$ cat config.mk
export PLATFORM = sky130hd
export DESIGN_NAME = bram_pattern_sequencer
export DESIGN_NICKNAME = d
export VERILOG_FILES = /design/src/rtl/bram_pattern_sequencer.sv
export SDC_FILE = /design/constraint.sdc
export NUM_CORES = 1
export LEC_CHECK = 0
export CAP_MARGIN = 0
export CORE_MARGIN = 2
export CORE_UTILIZATION = 49
export DETAILED_ROUTE_END_ITERATION = 10
export PLACE_DENSITY_LB_ADDON = 0.05
export SLEW_MARGIN = 30
export SYNTH_ARGS = -nofsm -noshare
export SYNTH_HDL_FRONTEND = slang
export SYNTH_SLANG_ARGS = --single-unit
export TNS_END_PERCENT = 1
$ cat constraint.sdc
create_clock -name clk -period 3.5 [get_ports clk]
set_input_delay 1.05 -clock clk [delete_from_list [all_inputs] [get_ports clk]]
set_output_delay 1.05 -clock clk [all_outputs]
set_load 0.01 [all_outputs]
$ cat src/rtl/bram_pattern_sequencer.sv
// BRAM sweep checker: writes a pattern to addresses 0..DEPTH-1, reads them back and compares against the same pattern.
// A sweep takes 2*DEPTH+2 cycles from start to done; it has no backpressure and can only be stopped by abort or rst.
module bram_pattern_sequencer #(
  parameter int DATA_WIDTH = 8,
  parameter int ADDR_WIDTH = 11,
  parameter int DEPTH      = 2048,
  parameter int ERR_WIDTH  = 16
) (
  input  logic                  clk,
  input  logic                  rst,
  input  logic                  start,
  input  logic                  abort,
  input  logic [1:0]            pattern_sel,
  input  logic [DATA_WIDTH-1:0] seed,
  output logic                  bram_en,
  output logic                  bram_we,
  output logic [ADDR_WIDTH-1:0] bram_addr,
  output logic [DATA_WIDTH-1:0] bram_din,
  input  logic [DATA_WIDTH-1:0] bram_dout,
  output logic                  busy,
  output logic                  done,
  output logic                  pass,
  output logic [ERR_WIDTH-1:0]  error_count,
  output logic [ADDR_WIDTH-1:0] first_fail_addr
);

  typedef enum logic [2:0] {
    S_IDLE,
    S_WRITE,
    S_READ,
    S_DRAIN,
    S_DONE
  } state_t;

  localparam int CW = (ADDR_WIDTH < DATA_WIDTH) ? ADDR_WIDTH : DATA_WIDTH;
  localparam logic [ADDR_WIDTH-1:0] LAST_ADDR = ADDR_WIDTH'(DEPTH - 1);
  localparam logic [ERR_WIDTH-1:0]  ERR_MAX   = '1;

  // Pattern value for one word; a_lo is the address truncated or zero-extended to DATA_WIDTH.
  function automatic logic [DATA_WIDTH-1:0] pattern(
    input logic [1:0]            sel,
    input logic [DATA_WIDTH-1:0] sd,
    input logic [DATA_WIDTH-1:0] a_lo
  );
    logic [DATA_WIDTH-1:0] p;
    case (sel)
      2'd0:    p = sd;
      2'd1:    p = sd ^ a_lo;
      2'd2:    p = a_lo[0] ? ~sd : sd;
      default: p = sd + a_lo;
    endcase
    return p;
  endfunction

  state_t                state_q, state_d;
  logic [DATA_WIDTH-1:0] seed_q, seed_d;
  logic [1:0]            sel_q, sel_d;
  logic [ADDR_WIDTH-1:0] addr_d;
  logic                  en_d, we_d, busy_d, done_d, pass_d;
  logic [DATA_WIDTH-1:0] din_d;
  logic [ERR_WIDTH-1:0]  err_d;
  logic [ADDR_WIDTH-1:0] ffa_d;
  logic                  launch, abort_hit, mismatch;
  logic [DATA_WIDTH-1:0] addr_d_lo, addr_q_lo;

  // Read-compare pipeline: the expected value and its address follow each read by one cycle.
  logic                  rd_pend_q, rd_pend_d;
  logic [DATA_WIDTH-1:0] rd_exp_q, rd_exp_d;
  logic [ADDR_WIDTH-1:0] rd_addr_q, rd_addr_d;

  assign addr_d_lo = DATA_WIDTH'(addr_d[CW-1:0]);
  assign addr_q_lo = DATA_WIDTH'(bram_addr[CW-1:0]);

  always_comb begin
    state_d   = state_q;
    addr_d    = bram_addr;
    seed_d    = seed_q;
    sel_d     = sel_q;
    launch    = 1'b0;
    abort_hit = abort && (state_q != S_IDLE);

    case (state_q)
      S_IDLE: begin
        if (start) begin
          state_d = S_WRITE;
          addr_d  = '0;
          seed_d  = seed;
          sel_d   = pattern_sel;
          launch  = 1'b1;
        end
      end
      S_WRITE: begin
        if (bram_addr == LAST_ADDR) begin
          state_d = S_READ;
          addr_d  = '0;
        end else begin
          addr_d = bram_addr + ADDR_WIDTH'(1);
        end
      end
      S_READ: begin
        if (bram_addr == LAST_ADDR) begin
          state_d = S_DRAIN;
          addr_d  = '0;
        end else begin
          addr_d = bram_addr + ADDR_WIDTH'(1);
        end
      end
      S_DRAIN: state_d = S_DONE;
      S_DONE:  state_d = S_IDLE;
      default: state_d = S_IDLE;
    endcase

    if (abort_hit) begin
      state_d = S_IDLE;
      addr_d  = '0;
    end

    en_d   = (state_d == S_WRITE) || (state_d == S_READ);
    we_d   = (state_d == S_WRITE);
    din_d  = we_d ? pattern(sel_d, seed_d, addr_d_lo) : '0;
    busy_d = (state_d == S_WRITE) || (state_d == S_READ) || (state_d == S_DRAIN);
    done_d = (state_d == S_DONE);

    rd_pend_d = (state_q == S_READ) && !abort_hit;
    rd_exp_d  = pattern(sel_q, seed_q, addr_q_lo);
    rd_addr_d = bram_addr;

    // Abort wins over a compare landing on the same edge.
    mismatch = rd_pend_q && (bram_dout != rd_exp_q) && !abort_hit;

    err_d = error_count;
    ffa_d = first_fail_addr;
    if (launch) begin
      err_d = '0;
      ffa_d = '0;
    end else if (mismatch) begin
      if (error_count == '0) ffa_d = rd_addr_q;
      if (error_count != ERR_MAX) err_d = error_count + ERR_WIDTH'(1);
    end

    pass_d = pass;
    if (launch || abort_hit) begin
      pass_d = 1'b0;
    end else if (state_q == S_DRAIN) begin
      pass_d = (err_d == '0);
    end
  end

  always_ff @(posedge clk or posedge rst) begin
    if (rst) begin
      state_q         <= S_IDLE;
      seed_q          <= '0;
      sel_q           <= '0;
      bram_en         <= 1'b0;
      bram_we         <= 1'b0;
      bram_addr       <= '0;
      bram_din        <= '0;
      busy            <= 1'b0;
      done            <= 1'b0;
      pass            <= 1'b0;
      error_count     <= '0;
      first_fail_addr <= '0;
      rd_pend_q       <= 1'b0;
      rd_exp_q        <= '0;
      rd_addr_q       <= '0;
    end else begin
      state_q         <= state_d;
      seed_q          <= seed_d;
      sel_q           <= sel_d;
      bram_en         <= en_d;
      bram_we         <= we_d;
      bram_addr       <= addr_d;
      bram_din        <= din_d;
      busy            <= busy_d;
      done            <= done_d;
      pass            <= pass_d;
      error_count     <= err_d;
      first_fail_addr <= ffa_d;
      rd_pend_q       <= rd_pend_d;
      rd_exp_q        <= rd_exp_d;
      rd_addr_q       <= rd_addr_d;
    end
  end

endmodule

==> flow_results.org, run 1 <==
** Yosys
- After synthesis, the netlist uses 60 different library cells.
- Async set-reset flop share out of synthesis :: 100%
- Count of flip-flops with a built-in enable after synthesis :: 0
- The cell area that synthesis handed to floorplanning was 4640 um^2.
- Number of synthesized register bits :: 84
- Primary FF master, synth :: sky130_fd_sc_hd__dfrtp_1
- After synthesis, flip-flops and latches occupy 45.3% of the total area.
- The number of nets handed over by synthesis was 531.
- After synthesis, the mean cell area works out to 9.47 um^2.
- In the synthesized netlist, the number of instances is 490.
- For this run, the number of Yosys warnings is 0.

** Place
- Count of input and output buffers :: 72
- Final weighted congestion in routability-driven placement :: 0.874
- Post-Place Cell Area :: 5950 um^2
- Including well taps, the total number of placed cells is 715.
- Detailed placer's ending HPWL :: 9160 um

** STA
- For the pin with the worst max-slew slack, the measured transition is 0.729 ns.
- Max Slew Vio Count :: 0
- Time the final worst path needs with I/O delays and setup :: 3.38 ns
- Summed over all failing endpoints, the final setup total negative slack is 0 ns.
- The tightest hold path in the finished design has a slack of 0.454 ns.
- Measured against its own limit, the worst slew margin works out to 51.4%.
- Derived from the worst setup path, the maximum achievable clock frequency is 296 MHz.
- Final count of hold timing violations :: 0
- The worst path uses 96.5% of the clock period.
- Clock skew on the completed layout was measured at 0.0102 ns.
- Final Setup Violations :: 0

** Setup path
- Register-to-register path setup slack :: 0.21 ns
- The worst setup path is launched from an input pin.
- The largest single stage delay on the critical path is 0.52 ns.
- At the worst endpoint, the required time is 3.75 ns.
- Sequence of cells on the critical path :: clkdlybuf4s50_1 > xor2_1 > nor4_1 > buf_4 > a21o_2 > nor4_1 > xnor2_1 > a21oi_1 > or4b_1 > o41ai_2
- Crit path max-delay cell type :: sky130_fd_sc_hd__or4b_1
- Data on the critical path arrives at its endpoint at 3.63 ns.
- Maximum fanout along the worst path :: 3
- By instance count, the cell type seen most on the critical path is sky130_fd_sc_hd__nor4_1.
- CP Capture Type :: register
- Category of cells accounting for the largest share of critical-path delay :: simple AND/OR/NAND/NOR gates
- Worst Path Buf+Inv :: 2
- The worst setup path is of the input pin to register kind.

** Floorplanning
- Die Span Y :: 101 um
- Initial Util :: 50.5%
- Core outline area :: 9200 um^2
- Chip Width :: 101 um
- 73 I/O pins were placed.
- Row count :: 35
- Die outline area :: 10300 um^2

** Layout
- Final nets :: 662
- Measured on the finished design, the core utilization comes to 68.4%.
- Area Growth Syn to Fin :: 35.5%
- Once layout is done, the placed cells without fillers occupy 6290 um^2.
- In the final layout, the share of cells above drive strength 1 is 18.5%.
- Post-route non-filler standard cell count :: 737
- Antenna Cells :: 0

** Route
- DR vias :: 4125
- Initial detailed-routing violation count :: 173
- Routed wire length :: 12200 um
- Dividing the detail-routed wire length by the instance count gives 16.6 um.
- # DRC :: 0
- Dividing the detail-routed via count by the number of cells gives 5.60.
- First drt pass iteration count :: 5
- Post-route antenna net violation count :: 0

** GRT
- Number of antenna violations at the first check in global routing :: 0
- The number of global-route vias before repair is 3920.
- The first global-routing pass estimated 19700 um of wire.
- In the global route stage, overall resource usage came out at 24.9%.
- Global routing finished with a remaining overflow of 0.
- Maximum number of pins on one net before global-route repair :: 45

** Job
- Across the run, the number of max-cap violations was 0.

** Pwr
- For this design the static power due to leakage is 2.89 nW.
- In this run the power density over the cells is 459 nW/um^2.
- Peak ir drop on the vdd network :: 280 uV

** CTS
- Number of buffers created by CTS :: 9
- Hold bufs inserted after CTS :: 0
- The longest clock path from root to sink contains 2 buffers.
- The tree built by TritonCTS fans out to 84 sinks.
- The clock tree synthesis step divided the H-tree into 3 levels.
- Clock tree root buffer cell :: sky130_fd_sc_hd__clkbuf_8
- TritonCTS built the clock tree.
- Clock slew at the register clock pins of the worst setup and hold paths :: 0.10 ns
- Clk_lat worst skew :: 0.36 ns

** Outcome
- Result of the run :: finished, final reports clean

** Min path
- Min-Delay Path Class :: register to register
==> cells in the final DEF, fill, tap and decap left out, drive strengths merged, types with 17 or more instances in the layout <==
cell           count
clkdlybuf4s50     70
xnor2             20
xor2              19
buf               66
mux2i             19
nor2              65
nand2             55
dfrtp             84
ha                17
inv               17
o21ai             22
a21oi             22
==> registers in the layout (all words and copies together), names as in the netlist <==
name             flops
error_count         16
bram_addr           11
first_fail_addr     11
rd_addr_q           11
bram_din             8
rd_exp_q             8
seed_q               8
state_q              3
sel_q                2
bram_en              1
bram_we              1
busy                 1
done                 1
pass                 1
rd_pend_q            1
==> kinds of logic (layout without fill, tap and decap cells) <==
logic type,Yosys count,count (layout),share of synthesized area (%)
flops,84,84,45.3
buf+inv,34,170,3.05
compound gates,88,88,12.9
xor+xnor,39,39,7.36
mux,20,20,4.34
fa+ha+maj,19,19,5.45
simple gates,206,206,21.7
==> worst reg2reg max path, stage by stage (launching register included) <==
cell,delay [ns]
sky130_fd_sc_hd__dfrtp_1,0.39
sky130_fd_sc_hd__buf_4,0.19
sky130_fd_sc_hd__nand2b_4,0.16
sky130_fd_sc_hd__a21o_4,0.23
sky130_fd_sc_hd__or3_4,0.45
sky130_fd_sc_hd__nor2_1,0.12
sky130_fd_sc_hd__o21ai_0,0.08
sky130_fd_sc_hd__o21ai_1,0.14
sky130_fd_sc_hd__ha_1,0.31
sky130_fd_sc_hd__a21oi_2,0.20
sky130_fd_sc_hd__o21ai_2,0.08
sky130_fd_sc_hd__a211oi_2,0.28
sky130_fd_sc_hd__nor4_2,0.09
sky130_fd_sc_hd__o31ai_2,0.24
sky130_fd_sc_hd__xor2_1,0.17
sky130_fd_sc_hd__nor2_1,0.05
==> report_power, final <==
part           leakage (nW)  internal (W)  switching [W]
Combinational          1.66      0.000447       0.000456
Clock                 0.112      0.000413       0.000394
Sequential             1.12       0.00109      0.0000913
Total                  2.89       0.00195       0.000941
==> per-stage QoR <==
step           setup slack [ns]  total power (W)
3_5_place_dp             -0.457          0.00207
4_1_cts                 0.00687          0.00288
5_1_grt                -0.00165          0.00304
3_3_place_gp             -0.398          0.00204
2_1_floorplan           0.00462          0.00170
6_report                  0.123          0.00289
==> per-layer routing <==
metal  share of wire (%)  track usage [%]  routed length [um]  up-vias
li1                    -                -                   -     1976
met1                  43             33.1                5310     1954
met2                  48             40.7                5840      162
met3                 5.7             3.17                 702       33
met4                 3.1             11.3                 383        0
met5                   0                0                   0        -
==> worst paths after layout <==
path	cells after the start	startpoint	to
max	10	bram_dout[5]	pass$_DFFE_PP0P_
max in group asynchronous	3	rst	seed_q[5]$_DFF_PP0_
min reg2reg	0	bram_addr[10]$_DFFE_PP0P_	rd_addr_q[10]$_DFF_PP0_
min in group asynchronous	2	rst	first_fail_addr[9]$_DFFE_PP0P_
min	0	bram_addr[10]$_DFFE_PP0P_	rd_addr_q[10]$_DFF_PP0_
max reg2reg	15	state_q[0]$_DFF_PP0_	bram_din[7]$_DFF_PP0_
==> Yosys cell counts, types with 7 or more instances <==
master | n | area, um^2
sky130_fd_sc_hd__dfrtp_1 | 84 | 2100
sky130_fd_sc_hd__nor2_1 | 64 | 240
sky130_fd_sc_hd__nand2_1 | 54 | 203
sky130_fd_sc_hd__o21ai_0 | 22 | 110
sky130_fd_sc_hd__a21oi_1 | 21 | 105
sky130_fd_sc_hd__xnor2_1 | 20 | 175
sky130_fd_sc_hd__mux2i_1 | 19 | 190
sky130_fd_sc_hd__xor2_1 | 19 | 166
sky130_fd_sc_hd__ha_1 | 17 | 213
sky130_fd_sc_hd__nand3_1 | 16 | 80.1
sky130_fd_sc_hd__inv_1 | 15 | 56.3
sky130_fd_sc_hd__nor3_1 | 13 | 65.1
sky130_fd_sc_hd__a21o_1 | 10 | 75.1
sky130_fd_sc_hd__nand2b_1 | 9 | 56.3
sky130_fd_sc_hd__nand4_1 | 9 | 56.3
sky130_fd_sc_hd__nor4_1 | 9 | 56.3
sky130_fd_sc_hd__a211oi_1 | 7 | 52.6
sky130_fd_sc_hd__clkbuf_1 | 7 | 26.3
sky130_fd_sc_hd__nor2b_1 | 7 | 43.8
sky130_fd_sc_hd__o31ai_1 | 7 | 52.6
==> final cells by class <==
class                   count  area (um^2)
clock inverters             7          105
well taps                 111          139
repair buffers            138         1240
multi-input cells         372         2520
clock buffers               9          124
flip-flops and latches     84         2100
inverters                  16         61.3
fillers                   741         2910
==> repair_timing <==
| action | in CTS | in global routing |
|---|---|---|
| gates resized for setup | 3 | 10 |
| pin swaps | 1 | 9 |
| setup endpoints to repair | 1 | 2 |
| buffers inserted | 0 | 6 |
Power figures use the tool's default switching activity.
==> run 2, diff against run 1 <==
--- a/config.mk
+++ b/config.mk
@@ -5,9 +5,10 @@
 export SDC_FILE = /design/constraint.sdc
 export NUM_CORES = 1
 export LEC_CHECK = 0
+export ABC_AREA = 1
 export CAP_MARGIN = 0
 export CORE_MARGIN = 2
-export CORE_UTILIZATION = 49
+export CORE_UTILIZATION = 50
 export DETAILED_ROUTE_END_ITERATION = 10
 export PLACE_DENSITY_LB_ADDON = 0.05
 export SLEW_MARGIN = 30
==> run 2 against run 1 <==
Net effect:
- combinational power grew to 2.8 times the previous value
- sequential share of layout area fell by 1.8 points
- setup slack improved by 0.043 ns
- non-clock buffer count fell by 14
- power up 58%
- clock power shrank 17%
- critical path type unchanged
- largest cell class unchanged
==> flow_results.org, run 2 <==
** Route
- Post-route antenna net violation count :: 0
- The first detailed-routing pass took 6 iterations.
- The first routing iteration left 297 violations.
- Routed wire length :: 14800 um
- DR vias :: 5079
- Per-cell routed wire length :: 15.2 um
- For this run, design rule violations remaining after detail routing come to 0.
- In the routed layout, each cell is associated on average with a via count of 5.22.

** Outcome
- Result of the run :: finished, final reports clean

** Layout
- Seq. cell area :: 2100 um^2
- Area Growth Syn to Fin :: 27.4%
- Final Util :: 65.0%
- In the final layout, the multi-input gates occupy 2620 um^2.
- In the layout the commonest cells are 186 x sky130_fd_sc_hd__nand2_1, 103 x sky130_fd_sc_hd__inv_1, 84 x sky130_fd_sc_hd__dfrtp_1.
- At the end of the flow, the number of nets in the layout was 873.
- The number of antenna diodes in the final layout is 0.
- Cells with a size suffix above 1 make up 14.0% of the layout.
- After filler insertion, the fill cell instance count of the layout stands at 905.
- Max FFs per register :: 16
- Leading cell type in the layout, fill and taps excluded :: sky130_fd_sc_hd__nand2_1
- Largest reg by FF count :: error_count
- Post-route non-filler standard cell count :: 973

** STA
- The final hold violation count is 0.
- Static timing analysis puts the maximum clock frequency at 300 MHz.
- Max Clock Skew :: 0.00788 ns
- After layout, the worst path uses 95.3% of the clock period.
- The final max-slew violation count is 0.
- Setup violations remaining at the end of the flow were counted as 0.
- Worst slew pin tran :: 0.747 ns
- Time the final worst path needs with I/O delays and setup :: 3.33 ns
- Measured against its own limit, the worst slew margin works out to 50.1%.

** GRT
- Number of global-route vias before repair :: 4912
- In the global route stage, overall resource usage came out at 27.5%.
- Wire length of the first global-routing pass :: 24300 um
- Number of antenna violations at the first check in global routing :: 0
- Aggregate global routing overflow :: 0
- Maximum number of pins on one net before global-route repair :: 46

** Min path
- Min-Delay Path Class :: register to register
- In this run the most critical hold path is launched from bram_addr[10]$_DFFE_PP0P_.

** CTS
- Clk_lat worst skew :: 0.36 ns
- TritonCTS built the clock tree.
- Number of cells upsized or downsized after cts :: 0
- H-tree lvl count :: 3
- Once the clock tree was built, the setup fixing pass inserted 0 buffers.
- Hold bufs inserted after CTS :: 0
- Clock tree synthesis selected as its root buffer the cell sky130_fd_sc_hd__clkbuf_8.
- The number of clock buffers added by TritonCTS is 9.
- Number of clock sinks :: 84
- Clock slew at the register clock pins of the worst setup and hold paths :: 0.09 ns
- Number of buffers on the longest clock path :: 2

** Yosys
- The synthesized netlist devotes 4.84% of its cell area to adder and majority cells.
- Summing the areas of all compound-gate instances in the mapped netlist gives 11.4% of the synthesized area.
- Sequential fraction of the synthesis area :: 40.3%
- Counting flops with a built-in enable in the synthesized netlist gives 0.
- Commonest cells in the synthesized netlist :: 186 x sky130_fd_sc_hd__nand2_1, 104 x sky130_fd_sc_hd__inv_1, 84 x sky130_fd_sc_hd__dfrtp_1
- Post-Synthesis Cell Area :: 5220 um^2
- Mean instance size in the synthesized netlist :: 7.36 um^2
- Basic-gate share of the synthesized area counting and, or, nand and nor cells :: 31.1%
- After synthesis, the share of cell area in mux cells is 0%.
- The Yosys step of the flow raised 0 warnings.
- After synthesis, the share of flip-flops with an asynchronous set or reset is 100%.
- Combinational family with the most area after synthesis :: simple AND/OR/NAND/NOR gates
- Primary FF master, synth :: sky130_fd_sc_hd__dfrtp_1
- Leading area contributor after synthesis :: sky130_fd_sc_hd__dfrtp_1
- The synthesized design devotes to its leading area cell type 40.3% of total area.
- Post-Syn Instances :: 709
- Yosys instantiated no cell more often than sky130_fd_sc_hd__nand2_1.
- Synth area leaders :: sky130_fd_sc_hd__dfrtp_1 40%, sky130_fd_sc_hd__nand2_1 13%, sky130_fd_sc_hd__inv_1 7.5%
- Counting flops and latches in the post-synthesis netlist gives 84.
- The number of nets in the synthesized netlist is 750.
- Post-synthesis xor/xnor area fraction :: 2.52%
- After synthesis, the netlist uses 47 different library cells.

** Pwr
- In this run the static leakage power is 3.47 nW.
- Peak ir drop on the vdd network :: 430 uV
- P per Cell Area :: 686 nW/um^2

** Setup path
- The largest single stage delay on the critical path is 0.45 ns.
- For this design, the slowest cell found on the critical path is sky130_fd_sc_hd__clkdlybuf4s50_1.
- In this run the worst setup path begins at start.
- Required arrival time at the worst endpoint :: 3.74 ns
- Sequence of cells on the critical path :: clkdlybuf4s50_1 > inv_1 > nor2_8 > nor2_1 > o21ai_1 > inv_2 > nand2_2 > inv_2 > ha_1 > fa_1 > a21oi_1 > o21ai_1 > nand2_1 > nand2_1 > a21oi_2 > o21ai_0 > a21oi_1 > or2_0 > a21oi_2
- Category of cells accounting for the largest share of critical-path delay :: compound AO/OA/AOI/OAI gates
- The worst setup path is launched from an input pin.
- Maximum fanout along the worst path :: 3
- Critical Path AT :: 3.58 ns
- Counting both buffers and inverters, the worst setup path holds a total of 4.
- STA classifies the critical path endpoint as a register.
- RR Startpoint :: bram_addr[0]$_DFF_PP0_
- Critical path type :: input pin to register

** Place
- Once detailed placement completed, the half-perimeter wirelength came to 11200 um.
- Routability-driven placement finished with a final weighted congestion of 0.902.
- Buffers placed on the I/O ports in this run total 72.
- Counting tap cells, the placed design contains a total of 957 instances.

** Floorplanning
- The floorplan step defined a core boundary enclosing 10200 um^2.
- Chip Width :: 106 um
- Count of pins on the block boundary :: 73
- The initial utilization of the core area, before any placement, comes to 51.0%.
- In this run the core area contains 37 standard-cell rows.
- Die outline area :: 11300 um^2
- From bottom edge to top edge, the die measures 106 um.

** Job
- Max-cap violations in this run came to 0.
==> run 2: changes by cell type in the layout (fill, tap and decap cells not counted), moves of 7 or more <==
| cell | delta |
|---|---|
| sky130_fd_sc_hd__nand2b_1 | -7 |
| sky130_fd_sc_hd__nand3_1 | +50 |
| sky130_fd_sc_hd__buf_4 | -13 |
| sky130_fd_sc_hd__a21o_1 | -8 |
| sky130_fd_sc_hd__mux2i_1 | -19 |
| sky130_fd_sc_hd__nand2_1 | +132 |
| sky130_fd_sc_hd__xnor2_1 | -13 |
| sky130_fd_sc_hd__inv_2 | +11 |
| sky130_fd_sc_hd__nor3_1 | -9 |
| sky130_fd_sc_hd__xor2_1 | -11 |
| sky130_fd_sc_hd__o21ai_1 | +10 |
| sky130_fd_sc_hd__inv_1 | +89 |
| sky130_fd_sc_hd__o21ai_0 | +8 |
| sky130_fd_sc_hd__and2_1 | -7 |
==> run 2: per-stage QoR <==
stage / power [W] / hold WS (ns) / cell area [um^2] / TNS [ns] / worst slack, ns
final: 0.00456 / 0.472 / 6650 / 0 / 0.166
after global routing: 0.00492 / 0.492 / 6650 / -0.0112 / -0.0112
after CTS: 0.00453 / 0.474 / 6630 / 0 / 0.120
after detailed placement: 0.00384 / 0.448 / 6440 / -0.588 / -0.237
after global placement: 0.00379 / 0.453 / 6440 / -0.341 / -0.174
after floorplan: 0.00282 / 0.445 / 5220 / 0 / 0.0765
==> run 2: cell families (layout without fill, tap and decap cells) <==
logic type,Yosys count,count (layout)
fa+ha+maj,19,19
xor+xnor,15,15
flops,84,84
compound gates,98,98
simple gates,364,364
buf+inv,129,257
==> run 2: final cells by class <==
class | count | area share (%)
Multi-Input combinational cell | 496 | 39.4
Sequential cell | 84 | 31.6
Timing Repair Buffer | 124 | 16.9
Inverter | 117 | 6.65
Tap cell | 136 | 2.56
Clock buffer | 9 | 1.86
Clock inverter | 7 | 0.960
==> run 2: path summary, 6_finish.rpt <==
kind / slack [ns] / endpoint / depth (start not counted)
min: 0.47 / rd_addr_q[10]$_DFF_PP0_ / 0
min reg2reg: 0.47 / rd_addr_q[10]$_DFF_PP0_ / 0
max in group asynchronous: 1.70 / error_count[11]$_DFF_PP0_ / 3
max: 0.17 / bram_din[6]$_DFF_PP0_ / 19
min in group asynchronous: 1.12 / rd_exp_q[2]$_DFF_PP0_ / 2
max reg2reg: 0.45 / bram_din[6]$_DFF_PP0_ / 21
==> run 2: where the power goes <==
group | switching [W] | total [W] | internal [W] | leakage [nW]
Clock | 0.000398 | 0.000667 | 0.000269 | 0.0925
Sequential | 0.000144 | 0.00133 | 0.00119 | 1.10
Combinational | 0.00148 | 0.00256 | 0.00108 | 2.27
==> run 2: worst reg2reg max path: cells and delay by family, from the launching register on <==
family	cells	cell delay, ns
adders and majority gates	2	0.53
buffers and inverters	4	0.40
DFF	1	0.42
AOI/OAI and AO/OA	7	0.84
and+or+nand+nor	8	0.74
==> run 2: layer usage <==
layer / up-vias / wire length (um) / track usage (%) / share of wire (%)
li1: 2520 / - / - / -
met1: 2411 / 6850 / 37.5 / 46
met2: 133 / 7160 / 45.8 / 48
met3: 15 / 561 / 4.17 / 3.8
met4: 0 / 203 / 7.33 / 1.4
met5: - / 0 / 0 / 0
==> run 3, diff against run 2 <==
--- a/config.mk
+++ b/config.mk
@@ -8,8 +8,9 @@
 export ABC_AREA = 1
 export CAP_MARGIN = 0
 export CORE_MARGIN = 2
-export CORE_UTILIZATION = 50
+export CORE_UTILIZATION = 40
 export DETAILED_ROUTE_END_ITERATION = 10
+export HOLD_SLACK_MARGIN = 0.08
 export PLACE_DENSITY_LB_ADDON = 0.05
 export SLEW_MARGIN = 30
 export SYNTH_ARGS = -nofsm -noshare
==> run 3 against run 2 <==
Net effect:
- clock power rose by 56%
- power grew 6.8%
- die area up 24%
- combinational power down 2%
- utilization decreased by 11 points
- setup slack worse by 0.023 ns
- final cell count increased by 3.4%
- critical path type unchanged
- via count shrank 2.4%
- largest power group unchanged
==> flow_results.org, run 3 (synthesis gave the netlist of run 2 again) <==
** CTS
- After clock tree synthesis, the clock-pin slew on the worst setup and hold paths is 0.06 ns.
- Number of buffers on the longest clock path :: 2
- CTS built an H-tree with a depth of 3.
- The number of clock buffers added by TritonCTS is 9.
- CTS tree :: yes
- Clock tree root buffer cell :: sky130_fd_sc_hd__clkbuf_16
- After clock tree synthesis, the setup repair step added 0 buffers.
- Hold bufs inserted after CTS :: 0
- The tree built by TritonCTS fans out to 84 sinks.
- Clk_lat worst skew :: 0.35 ns

** Pwr
- The design draws 0.00487 W.
- For this design the ratio of total power to cell area is 716 nW/um^2.
- The analysis attributes to cell leakage a power of 3.51 nW.
- IR analysis of the VDD net gives a maximum drop of 397 uV.

** Setup path
- The critical path is of the input pin to register type.
- The worst register-to-register path ends at bram_din[6]$_DFF_PP0_.
- Worst Path Buf+Inv :: 4
- Register-to-register path setup slack :: 0.49 ns
- Along the worst path, the maximum fanout reaches 3.
- Crit start category :: input pin
- Instance count on the critical path :: 19
- In this run the critical register-to-register path is launched from bram_addr[0]$_DFF_PP0_.
- Largest stage delay on the critical path :: 0.47 ns
- Crit path max-delay cell type :: sky130_fd_sc_hd__clkdlybuf4s50_1
- The critical path starts at start.
- Critical Path AT :: 3.58 ns
- CP Capture Type :: register
- FF-to-FF path depth :: 22
- Category of cells accounting for the largest share of critical-path delay :: compound AO/OA/AOI/OAI gates
- Counting stages on the worst path, the most repeated cell is sky130_fd_sc_hd__inv_2.
- The most critical setup path has its endpoint at bram_din[6]$_DFF_PP0_.
- Sequence of cells on the critical path :: clkdlybuf4s50_1 > inv_2 > nor2_8 > nor2_1 > o21ai_1 > inv_2 > nand2_2 > inv_2 > ha_1 > fa_1 > a21oi_1 > o21ai_0 > nand2_1 > nand2_1 > a21oi_2 > o21ai_0 > a21oi_1 > or2_0 > a21oi_2
- For the worst setup path, the data required time is 3.73 ns.

** STA
- The clock arrives with 0.00811 ns of skew.
- Final worst-path setup slack :: 0.143 ns
- The final hold violation count is 0.
- Timing-limited maximum frequency :: 298 MHz
- Share of the cycle needed by the critical path after routing :: 95.9%
- Final Setup Violations :: 0
- Setup repair after global routing left no endpoint under its margin.
- Time the final worst path needs with I/O delays and setup :: 3.36 ns
- Total Negative Setup Slacks :: 0 ns
- Worst slew pin tran :: 0.464 ns
- Remaining max-slew budget at the tightest pin :: 69.1%
- Max Slew Vio Count :: 0

** GRT
- Summed over all layers, the global routing overflow is 0.
- The initial antenna violation count is 0.
- Maximum number of pins on one net before global-route repair :: 85
- The number of global-route vias before repair was 4808.
- The first global-routing pass estimated 23700 um of wire.
- Combined global-route utilization of all metal layers :: 21.3%

** Floorplanning
- In this run the count of I/O pins placed on the die edge is 73.
- The floorplan step defined a die boundary enclosing 14000 um^2.
- After floorplanning, the core was divided into 41 placement rows.
- The die is 118 um tall.
- Core outline area :: 12700 um^2
- Initial Util :: 41.2%
- From left edge to right edge, the die measures 118 um.

** Layout
- Leaving out filler cells and counting taps, the final layout contains 1006.
- The library cells used most frequently in the layout, excluding fill and tap cells, are 185 x sky130_fd_sc_hd__nand2_1, 102 x sky130_fd_sc_hd__inv_1, 84 x sky130_fd_sc_hd__dfrtp_1.
- Area Growth Syn to Fin :: 30.4%
- The repair_antennas step left the layout with diodes totalling 0.
- The register with the most flip-flops in the layout has 16 of them.
- Leading cell type in the layout, fill and taps excluded :: sky130_fd_sc_hd__nand2_1
- The post-route netlist has 13.7% of its cells at a drive strength greater than 1.
- Final nets :: 870
- Counting flops per register, the top entry is error_count.

** Place
- Detailed placer's ending HPWL :: 11000 um
- After detailed placement, the design holds a cell count of 990.
- Timing analysis after detailed placement gives a worst setup slack of -0.245 ns.
- The count of buffers added on input and output ports is 72.
- Routability-driven placement finished with a final weighted congestion of 0.916.

** Route
- The routed layout has 4957 vias.
- For this run, design rule violations remaining after detail routing come to 0.
- The final layout contains routed wiring with a total length of 14400 um.
- First drt pass iteration count :: 5
- In the final routed layout, each cell accounts on average for 14.3 um.
- The detail route stage leaves a number of antenna-violating nets equal to 0.
- The detailed router finished its first iteration with 456 violations.
- Using the TritonRoute via totals, the vias-per-cell ratio works out to 4.93.

** Min path
- The worst hold path belongs to the class register to register.

** Job
- The tool flagged a number of max-cap violations equal to 0.

** Outcome
- Result of the run :: finished, final reports clean
## run 3: cell count changes in the layout (fill, tap and decap cells not counted), sizes merged
cell / before / now
bufinv: 0 / 2
buf: 52 / 49
clkinv: 8 / 4
inv: 115 / 116
clkinvlp: 1 / 2
## run 3: per-stage QoR
| step | cell area, um^2 | utilization (%) | hold slack [ns] |
|---|---|---|---|
| detailed placement | 6460 | 51.0 | 0.438 |
| finish | 6800 | 53.7 | 0.448 |
| CTS | 6790 | 53.5 | 0.447 |
| floorplan | 5220 | - | 0.445 |
| global route | 6800 | 53.7 | 0.471 |
| global placement | 6460 | 51.0 | 0.432 |
## run 3: how the worst min path moves through the flow
stage                                   from                             end  slack (ns)  depth (start not counted)
floorplan             rd_addr_q[0]$_DFF_PP0_  first_fail_addr[0]$_DFFE_PP0P_        0.45                          2
global placement    bram_addr[9]$_DFFE_PP0P_          rd_addr_q[9]$_DFF_PP0_        0.43                          0
detailed placement  bram_addr[9]$_DFFE_PP0P_          rd_addr_q[9]$_DFF_PP0_        0.44                          0
CTS                 bram_addr[9]$_DFFE_PP0P_          rd_addr_q[9]$_DFF_PP0_        0.45                          0
global route        bram_addr[9]$_DFFE_PP0P_          rd_addr_q[9]$_DFF_PP0_        0.47                          0
finish              bram_addr[9]$_DFFE_PP0P_          rd_addr_q[9]$_DFF_PP0_        0.45                          0
## run 3: layout make-up
type                            count  area (um^2)
Timing Repair Buffer              121         1100
Multi-Input combinational cell    496         2620
Tap cell                          172          215
Sequential cell                    84         2100
Clock inverter                      7         97.6
Clock buffer                        9          225
Inverter                          117          442
Fill cell                        1221         5870
## run 3: power breakdown
| part | switching [W] | internal [W] | leakage, nW |
|---|---|---|---|
| clock network | 0.000408 | 0.000628 | 0.152 |
| registers | 0.000138 | 0.00119 | 1.10 |
| logic | 0.00144 | 0.00107 | 2.25 |
## run 3: worst register-to-register path: cells and delay by family, from the launching register on
| family | cells | cell delay, ns |
|---|---|---|
| adder cells (fa/ha/maj) | 2 | 0.60 |
| flip-flops | 1 | 0.38 |
| buffers and inverters | 4 | 0.47 |
| AND/OR/NAND/NOR | 9 | 0.77 |
| AO/OA/AOI/OAI | 7 | 0.68 |
## run 3: timing repair
| action | 4_1_cts | 5_1_grt |
|---|---|---|
| endpoints found under the setup margin | 0 | 3 |
| gates resized for setup | 0 | 6 |
| endpoints found under the hold margin | 0 | 0 |
## run 3: routing by layer
metal  routed length, um  vias to the layer above  track usage (%)
met4                 266                        0             6.85
met1                6380                     2289             26.6
met2                7080                      136             36.5
li1                    -                     2512                -
met3                 671                       20             4.68
met5                   0                        -                0
